### config.mk
export PLATFORM = sky130hd
export DESIGN_NAME = mult_div_unit_flat
export DESIGN_NICKNAME = d
export VERILOG_FILES = /design/src/rtl/mdu_pkg.sv /design/src/rtl/mult_div_unit_if.sv /design/src/rtl/mdu_cond_neg.sv /design/src/rtl/mult_div_unit.sv /design/src/flat_wrapper.sv
export SDC_FILE = /design/constraint.sdc
export NUM_CORES = 1
export LEC_CHECK = 0
export BUFFER_PORTS_ARGS = -buffer_cell sky130_fd_sc_hd__clkbuf_2
export CORE_MARGIN = 3
export CORE_UTILIZATION = 35
export CTS_BUF_LIST = sky130_fd_sc_hd__clkbuf_8
export DETAILED_ROUTE_END_ITERATION = 12
export PLACE_DENSITY = 0.63
export REMOVE_ABC_BUFFERS = 1
export SKIP_CTS_REPAIR_TIMING = 1
export SLEW_MARGIN = 15
export SYNTH_ARGS = -nofsm -noshare
export SYNTH_HDL_FRONTEND = slang
export SYNTH_HIERARCHICAL = 1
export SYNTH_SLANG_ARGS = --single-unit
export TNS_END_PERCENT = 50
### constraint.sdc
create_clock -name clk -period 3.75 [get_ports clk]
set_input_delay 0.75 -clock clk [delete_from_list [all_inputs] [get_ports clk]]
set_output_delay 0.75 -clock clk [all_outputs]
set_load 0.03 [all_outputs]
### src/rtl/mdu_pkg.sv
// Shared encodings and width for the iterative multiply/divide unit.
// Combinational definitions only; no state, no handshake.
package mdu_pkg;

   localparam int MDU_WIDTH = 32;

   typedef enum logic [1:0] {
      OP_MULTU = 2'b00,
      OP_MULT  = 2'b01,
      OP_DIVU  = 2'b10,
      OP_DIV   = 2'b11
   } op_e;

   typedef enum logic [1:0] {
      S_IDLE,
      S_CALC,
      S_FIX
   } state_e;

   // Bit 0 of the op selects signed, bit 1 selects divide.
   function automatic logic op_is_signed(input op_e op);
      return op[0];
   endfunction

   function automatic logic op_is_div(input op_e op);
      return op[1];
   endfunction

endpackage

### src/rtl/mult_div_unit_if.sv
// Start/Busy/Done request bundle between control unit (master) and MDU (slave).
// No buffering; Start is only sampled by the slave while Busy is low.
interface mult_div_unit_if #(parameter int WIDTH = mdu_pkg::MDU_WIDTH);

   logic             i_start;
   mdu_pkg::op_e     i_op;
   logic [WIDTH-1:0] i_opa;
   logic [WIDTH-1:0] i_opb;
   logic             o_busy;
   logic             o_done;
   logic [WIDTH-1:0] o_hi;
   logic [WIDTH-1:0] o_lo;
   logic             o_div_zero;

   modport master (
      output i_start, i_op, i_opa, i_opb,
      input  o_busy, o_done, o_hi, o_lo, o_div_zero
   );

   modport slave (
      input  i_start, i_op, i_opa, i_opb,
      output o_busy, o_done, o_hi, o_lo, o_div_zero
   );

endinterface

### src/rtl/mdu_cond_neg.sv
// Conditional two's-complement negate; purely combinational, no handshake.
module mdu_cond_neg #(
   parameter int W = 32
) (
   input  logic [W-1:0] i_dat,
   input  logic         i_neg,
   output logic [W-1:0] o_dat
);

   assign o_dat = i_neg ? (~i_dat + W'(1)) : i_dat;

endmodule

### src/rtl/mult_div_unit.sv
// Iterative MULT/MULTU/DIV/DIVU: WIDTH+2 cycles Start-to-Done, 2 for divide-by-zero; Start ignored while Busy.
// Optional divider datapath enabled by defining MDU_DIV_EN; otherwise divide ops complete in FIX without touching Hi/Lo.
module mult_div_unit
   import mdu_pkg::*;
#(
   parameter int WIDTH = MDU_WIDTH
) (
   input  logic             clk,
   input  logic             rst_n,
   mult_div_unit_if.slave   bus
);

   localparam int CW = $clog2(WIDTH);

   state_e             r_state;
   logic [CW-1:0]      r_cnt;
   logic [2*WIDTH-1:0] r_acc;
   logic [WIDTH-1:0]   r_b;
   logic               r_is_div;
   logic               r_neg_q;
   logic               r_busy;
   logic               r_done;
   logic               r_div_zero;
   logic [WIDTH-1:0]   r_hi;
   logic [WIDTH-1:0]   r_lo;

   logic               w_sgn;
   logic               w_div;
   logic [WIDTH-1:0]   w_mag_a;
   logic [WIDTH-1:0]   w_mag_b;
   logic [2*WIDTH-1:0] w_prod;
   logic [WIDTH:0]     w_mul_sum;
   logic [2*WIDTH-1:0] w_mul_next;

   assign w_sgn = op_is_signed(bus.i_op);
   assign w_div = op_is_div(bus.i_op);

   mdu_cond_neg #(.W(WIDTH)) u_mag_a (
      .i_dat (bus.i_opa),
      .i_neg (w_sgn & bus.i_opa[WIDTH-1]),
      .o_dat (w_mag_a)
   );

   mdu_cond_neg #(.W(WIDTH)) u_mag_b (
      .i_dat (bus.i_opb),
      .i_neg (w_sgn & bus.i_opb[WIDTH-1]),
      .o_dat (w_mag_b)
   );

   mdu_cond_neg #(.W(2*WIDTH)) u_prod_fix (
      .i_dat (r_acc),
      .i_neg (r_neg_q),
      .o_dat (w_prod)
   );

   // Shift-add: multiplier sits in the low half and drains out of bit 0.
   assign w_mul_sum  = {1'b0, r_acc[2*WIDTH-1:WIDTH]} + {1'b0, (r_acc[0] ? r_b : {WIDTH{1'b0}})};
   assign w_mul_next = {w_mul_sum, r_acc[WIDTH-1:1]};

`ifdef MDU_DIV_EN
   logic               r_neg_r;
   logic               r_dz_pend;
   logic [WIDTH:0]     w_div_shift;
   logic [WIDTH:0]     w_div_diff;
   logic [2*WIDTH-1:0] w_div_next;
   logic [WIDTH-1:0]   w_quo;
   logic [WIDTH-1:0]   w_rem;

   // Restoring divide: remainder in the high half, dividend shifts into it while quotient bits fill the low half.
   assign w_div_shift = {r_acc[2*WIDTH-1:WIDTH], r_acc[WIDTH-1]};
   assign w_div_diff  = w_div_shift - {1'b0, r_b};
   assign w_div_next  = w_div_diff[WIDTH] ? {w_div_shift[WIDTH-1:0], r_acc[WIDTH-2:0], 1'b0}
                                          : {w_div_diff[WIDTH-1:0],  r_acc[WIDTH-2:0], 1'b1};

   mdu_cond_neg #(.W(WIDTH)) u_quo_fix (
      .i_dat (r_acc[WIDTH-1:0]),
      .i_neg (r_neg_q),
      .o_dat (w_quo)
   );

   mdu_cond_neg #(.W(WIDTH)) u_rem_fix (
      .i_dat (r_acc[2*WIDTH-1:WIDTH]),
      .i_neg (r_neg_r),
      .o_dat (w_rem)
   );
`endif

   always_ff @(posedge clk) begin
      if (!rst_n) begin
         r_state    <= S_IDLE;
         r_cnt      <= '0;
         r_acc      <= '0;
         r_b        <= '0;
         r_is_div   <= 1'b0;
         r_neg_q    <= 1'b0;
         r_busy     <= 1'b0;
         r_done     <= 1'b0;
         r_div_zero <= 1'b0;
         r_hi       <= '0;
         r_lo       <= '0;
`ifdef MDU_DIV_EN
         r_neg_r    <= 1'b0;
         r_dz_pend  <= 1'b0;
`endif
      end else begin
         r_done <= 1'b0;
         case (r_state)
            S_IDLE: begin
               if (bus.i_start) begin
                  r_busy     <= 1'b1;
                  r_div_zero <= 1'b0;
                  r_cnt      <= '0;
                  r_is_div   <= w_div;
                  r_b        <= w_mag_b;
                  r_neg_q    <= w_sgn & (bus.i_opa[WIDTH-1] ^ bus.i_opb[WIDTH-1]);
`ifdef MDU_DIV_EN
                  r_neg_r    <= w_sgn & bus.i_opa[WIDTH-1];
                  // Divide by zero keeps the raw dividend so it can be returned in Hi untouched.
                  if (w_div && (bus.i_opb == '0)) begin
                     r_dz_pend <= 1'b1;
                     r_acc     <= {{WIDTH{1'b0}}, bus.i_opa};
                     r_state   <= S_FIX;
                  end else begin
                     r_dz_pend <= 1'b0;
                     r_acc     <= {{WIDTH{1'b0}}, w_mag_a};
                     r_state   <= S_CALC;
                  end
`else
                  r_acc      <= {{WIDTH{1'b0}}, w_mag_a};
                  r_state    <= w_div ? S_FIX : S_CALC;
`endif
               end
            end
            S_CALC: begin
               r_cnt <= r_cnt + CW'(1);
`ifdef MDU_DIV_EN
               r_acc <= r_is_div ? w_div_next : w_mul_next;
`else
               r_acc <= w_mul_next;
`endif
               if (r_cnt == CW'(WIDTH-1))
                  r_state <= S_FIX;
            end
            S_FIX: begin
               r_busy  <= 1'b0;
               r_done  <= 1'b1;
               r_state <= S_IDLE;
               if (!r_is_div) begin
                  {r_hi, r_lo} <= w_prod;
               end
`ifdef MDU_DIV_EN
               else if (r_dz_pend) begin
                  r_hi       <= r_acc[WIDTH-1:0];
                  r_lo       <= {WIDTH{1'b1}};
                  r_div_zero <= 1'b1;
               end else begin
                  r_hi <= w_rem;
                  r_lo <= w_quo;
               end
`endif
            end
            default: r_state <= S_IDLE;
         endcase
      end
   end

   assign bus.o_busy     = r_busy;
   assign bus.o_done     = r_done;
   assign bus.o_hi       = r_hi;
   assign bus.o_lo       = r_lo;
   assign bus.o_div_zero = r_div_zero;

endmodule

### src/flat_wrapper.sv
// flat-port wrapper written by rule: the top's interface ports become plain ports
module mult_div_unit_flat import mdu_pkg::*;
#(
   parameter int WIDTH = MDU_WIDTH
)
  (clk, rst_n, bus_i_start, bus_i_op, bus_i_opa, bus_i_opb, bus_o_busy, bus_o_done, bus_o_hi, bus_o_lo, bus_o_div_zero);
  mult_div_unit_if #(.WIDTH(WIDTH)) bus_i ();
  input  logic clk;
  input  logic rst_n;
  input wire logic [$bits(bus_i.i_start)-1:0] bus_i_start;
  input wire logic [$bits(bus_i.i_op)-1:0] bus_i_op;
  input wire logic [$bits(bus_i.i_opa)-1:0] bus_i_opa;
  input wire logic [$bits(bus_i.i_opb)-1:0] bus_i_opb;
  output wire logic [$bits(bus_i.o_busy)-1:0] bus_o_busy;
  output wire logic [$bits(bus_i.o_done)-1:0] bus_o_done;
  output wire logic [$bits(bus_i.o_hi)-1:0] bus_o_hi;
  output wire logic [$bits(bus_i.o_lo)-1:0] bus_o_lo;
  output wire logic [$bits(bus_i.o_div_zero)-1:0] bus_o_div_zero;
  assign bus_i.i_start = bus_i_start;
  assign bus_i.i_op = bus_i_op;
  assign bus_i.i_opa = bus_i_opa;
  assign bus_i.i_opb = bus_i_opb;
  assign bus_o_busy = bus_i.o_busy;
  assign bus_o_done = bus_i.o_done;
  assign bus_o_hi = bus_i.o_hi;
  assign bus_o_lo = bus_i.o_lo;
  assign bus_o_div_zero = bus_i.o_div_zero;
  mult_div_unit #(.WIDTH(WIDTH)) u_core (.clk(clk), .rst_n(rst_n), .bus(bus_i));
endmodule
After elaboration in Yosys (flattened, before gate mapping)
Cells that the tools add are included.

$add $sub $neg: 5. Equality and inequality tests: 5. Muxes and demuxes: 15. Bitwise gates (word level): 8. Reductions and logical operators: 8.

Operators with widths (count): 64-bit two-way mux (2); 64-bit case mux with 2 select lines (1); 32-bit two-way mux (3); 32-bit by 1-bit adder with 32-bit output, second input constant (2); 64-bit by 1-bit adder with 64-bit output, second input constant (1); 32-bit inverter (2); 64-bit inverter (1); 32-bit by 32-bit adder with 33-bit output (1); 5-bit case mux with 2 select lines (1); 2-bit AND reduction (5); 2-bit two-way mux (3); 5-bit by 1-bit adder with 5-bit output, second input constant (1); 5-bit equality test, second input constant (1); 5-bit two-way mux (1); 2-bit case mux with 2 select lines (1); 2-bit nonzero test (2); 1-bit AND (3); 2-bit by 1-bit equality test with 1-bit output, second input constant (1); 2-bit equality test, second input constant (1); 2-bit logical NOT (1); 1-bit two-way mux (2); 2-bit by 1-bit inequality test with 1-bit output, second input constant (1); 2-bit inequality test, second input constant (1); 1-bit case mux with 2 select lines (1); 2 further kinds (2).

Register bits after elaboration: 171. Input bits: 69. Word-level logic and storage cells: 51.

Logic depth before layout (Yosys ltp)
Depth after elaboration: 5. Gate-level depth with buffers: 14. Gate-level depth less buffers: 13.

Hierarchy
Netlist, hierarchy kept.

Modules (own cells, without submodules): mult_div_unit (instances 1, cells each 1024, area an instance 8230.4 sq um, sequential area each 3423.3 sq um); mdu_cond_neg at u_core.u_prod_fix (instances 1, cells each 206, area an instance 1649.1 sq um, sequential area each 0.0 sq um); mdu_cond_neg at u_core.u_mag_a ... (instances 2, cells each 99, area an instance 777.0 sq um, sequential area each 0.0 sq um).

Worst setup path before layout
Ideal clock, no wire load.

Path type: register to register. From: register u_core.r_acc[0]. To: register u_core.r_acc[57]. Library setup time: 117 ps. Arrival time: 2979 ps. Setup slack: 653 ps. Stages on the path, launching flop included: 15. Buffers on the path: 1. Clock period less this slack: 3097 ps. Path through: dfxtp_1 > clkbuf_1 > and2_1 > ha_1 > inv_1 > fa_1 > inv_1 > a21o_1 > a41oi_4 > o221ai_2 > a211oi_4 > nor4_2 > o21ai_1 > a21o_1 > a32o_1.

Cells in the longest elaborated chain, start to end: 3.

Ends and longest elaborated chain: start, declared (RTL line mult_div_unit.sv:17) `logic [2*WIDTH-1:0] r_acc;`; start signal, assigned (RTL line mult_div_unit.sv:129) `r_acc <= {{WIDTH{1'b0}}, w_mag_a};`; start signal, assigned (RTL line mult_div_unit.sv:139) `r_acc <= w_mul_next;`; 32-bit two-way mux (RTL line mult_div_unit.sv:57) `assign w_mul_sum = {1'b0, r_acc[2*WIDTH-1:WIDTH]} + {1'b0, (r_acc[0] ? r_b : {WIDTH{1'b0}})};`; 32-bit by 32-bit adder with 33-bit output (RTL line mult_div_unit.sv:57); 64-bit case mux with 2 select lines (RTL line mult_div_unit.sv:107) `case (r_state)`.

Every way passes these cells. A chain may end at the register's enable or synchronous reset.

Worst setup path in the final report
Ends and elaborated chain as after synthesis.

==> impl_metrics.json <==
{
  "hold_class": "flip-flop to flip-flop",
  "fin_area_um2": 12900,
  "rows": 65,
  "layout.cells.non_filler": 1965,
  "ys_ff_latch": 171,
  "final_common_cell": "nand2_1",
  "grt_pass1_vias": 9852,
  "gr-usage-met2": 0.283,
  "power_density_nw_per_um2": 324,
  "grt_pass1_wl_um": 50800,
  "max_freq_ghz": 0.306,
  "grt_max_degree": 72,
  "tightest_slew_ns": 0.957,
  "area_delta_synth_final_pct": 12.5,
  "placed_cells": 1932,
  "synth_top_cell_by_area": "dfxtp_1",
  "post-dp-hpwl_um": 23100,
  "root_buffer": "clkbuf_8",
  "critPathLaunchType": "flip-flop",
  "path_cells": "and2_1, ha_1, inv_1, fa_1, inv_1, a21o_1, a41oi_4, o221ai_2, a211oi_4, nor4_2, o21ai_1, a21o_1, a32o_1",
  "timing.final.crit_period_ns": 3.27,
  "overflow": 0,
  "cp_slowest_cell": "dfxtp_1",
  "hold_viol_final": 0,
  "h-tree-depth": 4,
  "port_buffers": 134,
  "r2r_setup_slack_ns": 0.48,
  "grt.busiest_layer": "met2",
  "fin_tns_setup_ns": 0,
  "fin_util": 0.404,
  "synth_top_family_by_area": "simple AND/OR/NAND/NOR gates",
  "cts_tree": "built",
  "synth_edf_count": 0,
  "slew_viol_final": 0,
  "synth_xor_area_frac": 0.113,
  "power.static_leakage_uw": 0.00488,
  "clkLatencyLatePin_ns": 0.47,
  "syn_area_per_cell_um2": 8.01,
  "yosys.area_share.simple": 0.254,
  "use_met1": 0.238,
  "cts_buffers": 17,
  "n_fill_cell": 3339,
  "synth.top_cell.area_share": 0.299,
  "cap_violations": 0,
  "grt_setup_unrepaired": "false",
  "grt_util_all_layers": 0.174,
  "ys.warnings.count": 6,
  "cp_max_fo": 11,
  "ios": 136,
  "drive_above_1_share": 0.194,
  "status": "completed",
  "postSynth.asyncResetShare": 0,
  "crit_type": "flip-flop to flip-flop",
  "drtAntennaViolNets": 0,
  "clock-sinks": 171,
  "drcViolationCount": 0,
  "die_w_um": 187,
  "hold_slack_ns": 0.452,
  "nets": 1623,
  "end_kind": "flip-flop",
  "firstDrtPassIters": 5,
  "fin_crit_sh": 0.871,
  "ys_seq_area_frac": 0.299,
  "vias": 10300,
  "synthAdderAreaFrac": 0.0422,
  "place.gp.congestion": 0.871,
  "synthTopCellsByArea": "dfxtp_1 (30%), xnor2_1 (10%), nand2_1 (9.0%)",
  "netlist_instances": 1428,
  "grtUsageMet3": 0.0261,
  "skew_ns": 0.0167,
  "synthFlopType": "dfxtp_1",
  "cp_data_required_time_ns": 4.11,
  "cts_buffer_depth": 2,
  "cp_data_arrival_time_ns": 3.63,
  "synth_mux_area_frac": 0.00263,
  "antenna_found_initial": 0,
  "viasPerCell": 5.24,
  "ys_types": 83,
  "synth_compound_area_frac": 0.252,
  "clk_pin_slew_ns": 0.09,
  "placed_area_um2": 12500,
  "start_util": 0.359,
  "finalSetupViolCount": 0,
  "vdd_drop_max_mv": 0.216,
  "post_drt_wl_per_cell_um": 15.5,
  "dieArea_um2": 34900,
  "netlist_area_um2": 11400,
  "routed_wl_um": 30500,
  "die_h_um": 187,
  "core_region_area_um2": 31900,
  "max-slew-margin-rel": 0.362,
  "drtIter0Drc": 564,
  "cpPeakStageDelay_ns": 0.53,
  "final_cell_mix": "nand2_1 (274), dfxtp_1 (169), a21oi_1 (159), xnor2_1 (136), clkbuf_2 (134)"
}
==> area by class of cell <==
class	instances	area, um^2	area share
sequential	171	3430	0.266
multi-input combinational	1153	7610	0.591
clock inverter	12	113	0.00875
tap	435	544	0.0423
clock buffer	20	275	0.0214
antenna	1	2.50	0.000194
inverter	18	68.8	0.00535
timing repair buffer	155	828	0.0644
==> cells by family after synthesis <==
kind of cell	Yosys count
mux	3
compound gates	403
xor+xnor	147
fa+ha+maj	38
flops	171
other cells	1
simple gates	561
buf+inv	104
==> synthesized netlist by cell type (8+ instances only) <==
| cell type | count |
|---|---|
| nor2_1 | 81 |
| inv_1 | 18 |
| and2_1 | 35 |
| o41ai_2 | 12 |
| o221a_2 | 32 |
| a21oi_1 | 159 |
| dfxtp_1 | 171 |
| o41ai_1 | 18 |
| nor3_1 | 14 |
| or4_1 | 8 |
| o31ai_1 | 38 |
| nor4_4 | 9 |
| nand3_1 | 12 |
| a21o_1 | 16 |
| xnor2_1 | 136 |
| nand2_1 | 274 |
| xor2_1 | 11 |
| clkbuf_1 | 74 |
| or3_1 | 11 |
| a22oi_1 | 12 |
| ha_1 | 37 |
| o21ai_0 | 60 |
| or2_2 | 10 |
| nand2b_1 | 12 |
| nor2b_1 | 38 |
| nand4_1 | 8 |
==> stage by stage <==
| step | power (uW) | worst slack [ns] |
|---|---|---|
| floorplan | 2620 | -0.0278 |
| finish | 4170 | 0.482 |
| detailed placement | 2900 | 0.511 |
| global route | 4410 | 0.162 |
| global placement | 2890 | 0.639 |
| CTS | 4220 | 0.492 |
==> flip-flops by register name (all words and copies together), names as in the netlist <==
register,flops
u_core/bus.o_busy,1
u_core/bus.o_done,1
u_core/bus.o_hi,32
u_core/bus.o_lo,32
u_core/r_acc,64
u_core/r_b,32
u_core/r_cnt,5
u_core/r_is_div,1
u_core/r_neg_q,1
u_core/r_state,2
==> final timing paths <==
path	cells after the start	to	from
worst max-delay path	13	u_core/r_acc[57]$_SDFFE_PN0P_	u_core/r_acc[0]$_SDFFE_PN0P_
worst min-delay path	2	u_core/r_b[27]$_SDFFE_PN0P_	u_core/r_b[27]$_SDFFE_PN0P_
worst min register to register	2	u_core/r_b[27]$_SDFFE_PN0P_	u_core/r_b[27]$_SDFFE_PN0P_
worst max register to register	13	u_core/r_acc[57]$_SDFFE_PN0P_	u_core/r_acc[0]$_SDFFE_PN0P_
==> critical path, delay by kind of cell, from the launching register on <==
family / cells / cell delay (ns)
flops: 1 / 0.53
compound gates: 7 / 1.31
buf+inv: 2 / 0.15
fa+ha+maj: 2 / 0.60
simple gates: 2 / 0.57
==> power by group <==
| part | switching [uW] | total, uW | internal, uW |
|---|---|---|---|
| Sequential | 100 | 2000 | 1900 |
| Clock | 723 | 1310 | 586 |
| Combinational | 513 | 864 | 351 |
==> metal layers <==
metal  up-vias  share of wire
li1       5232              -
met1      4804           0.48
met2       235           0.46
met3        33          0.043
met4         0          0.018
met5         -              0
No activity file was read; power rests on OpenSTA's default activity.
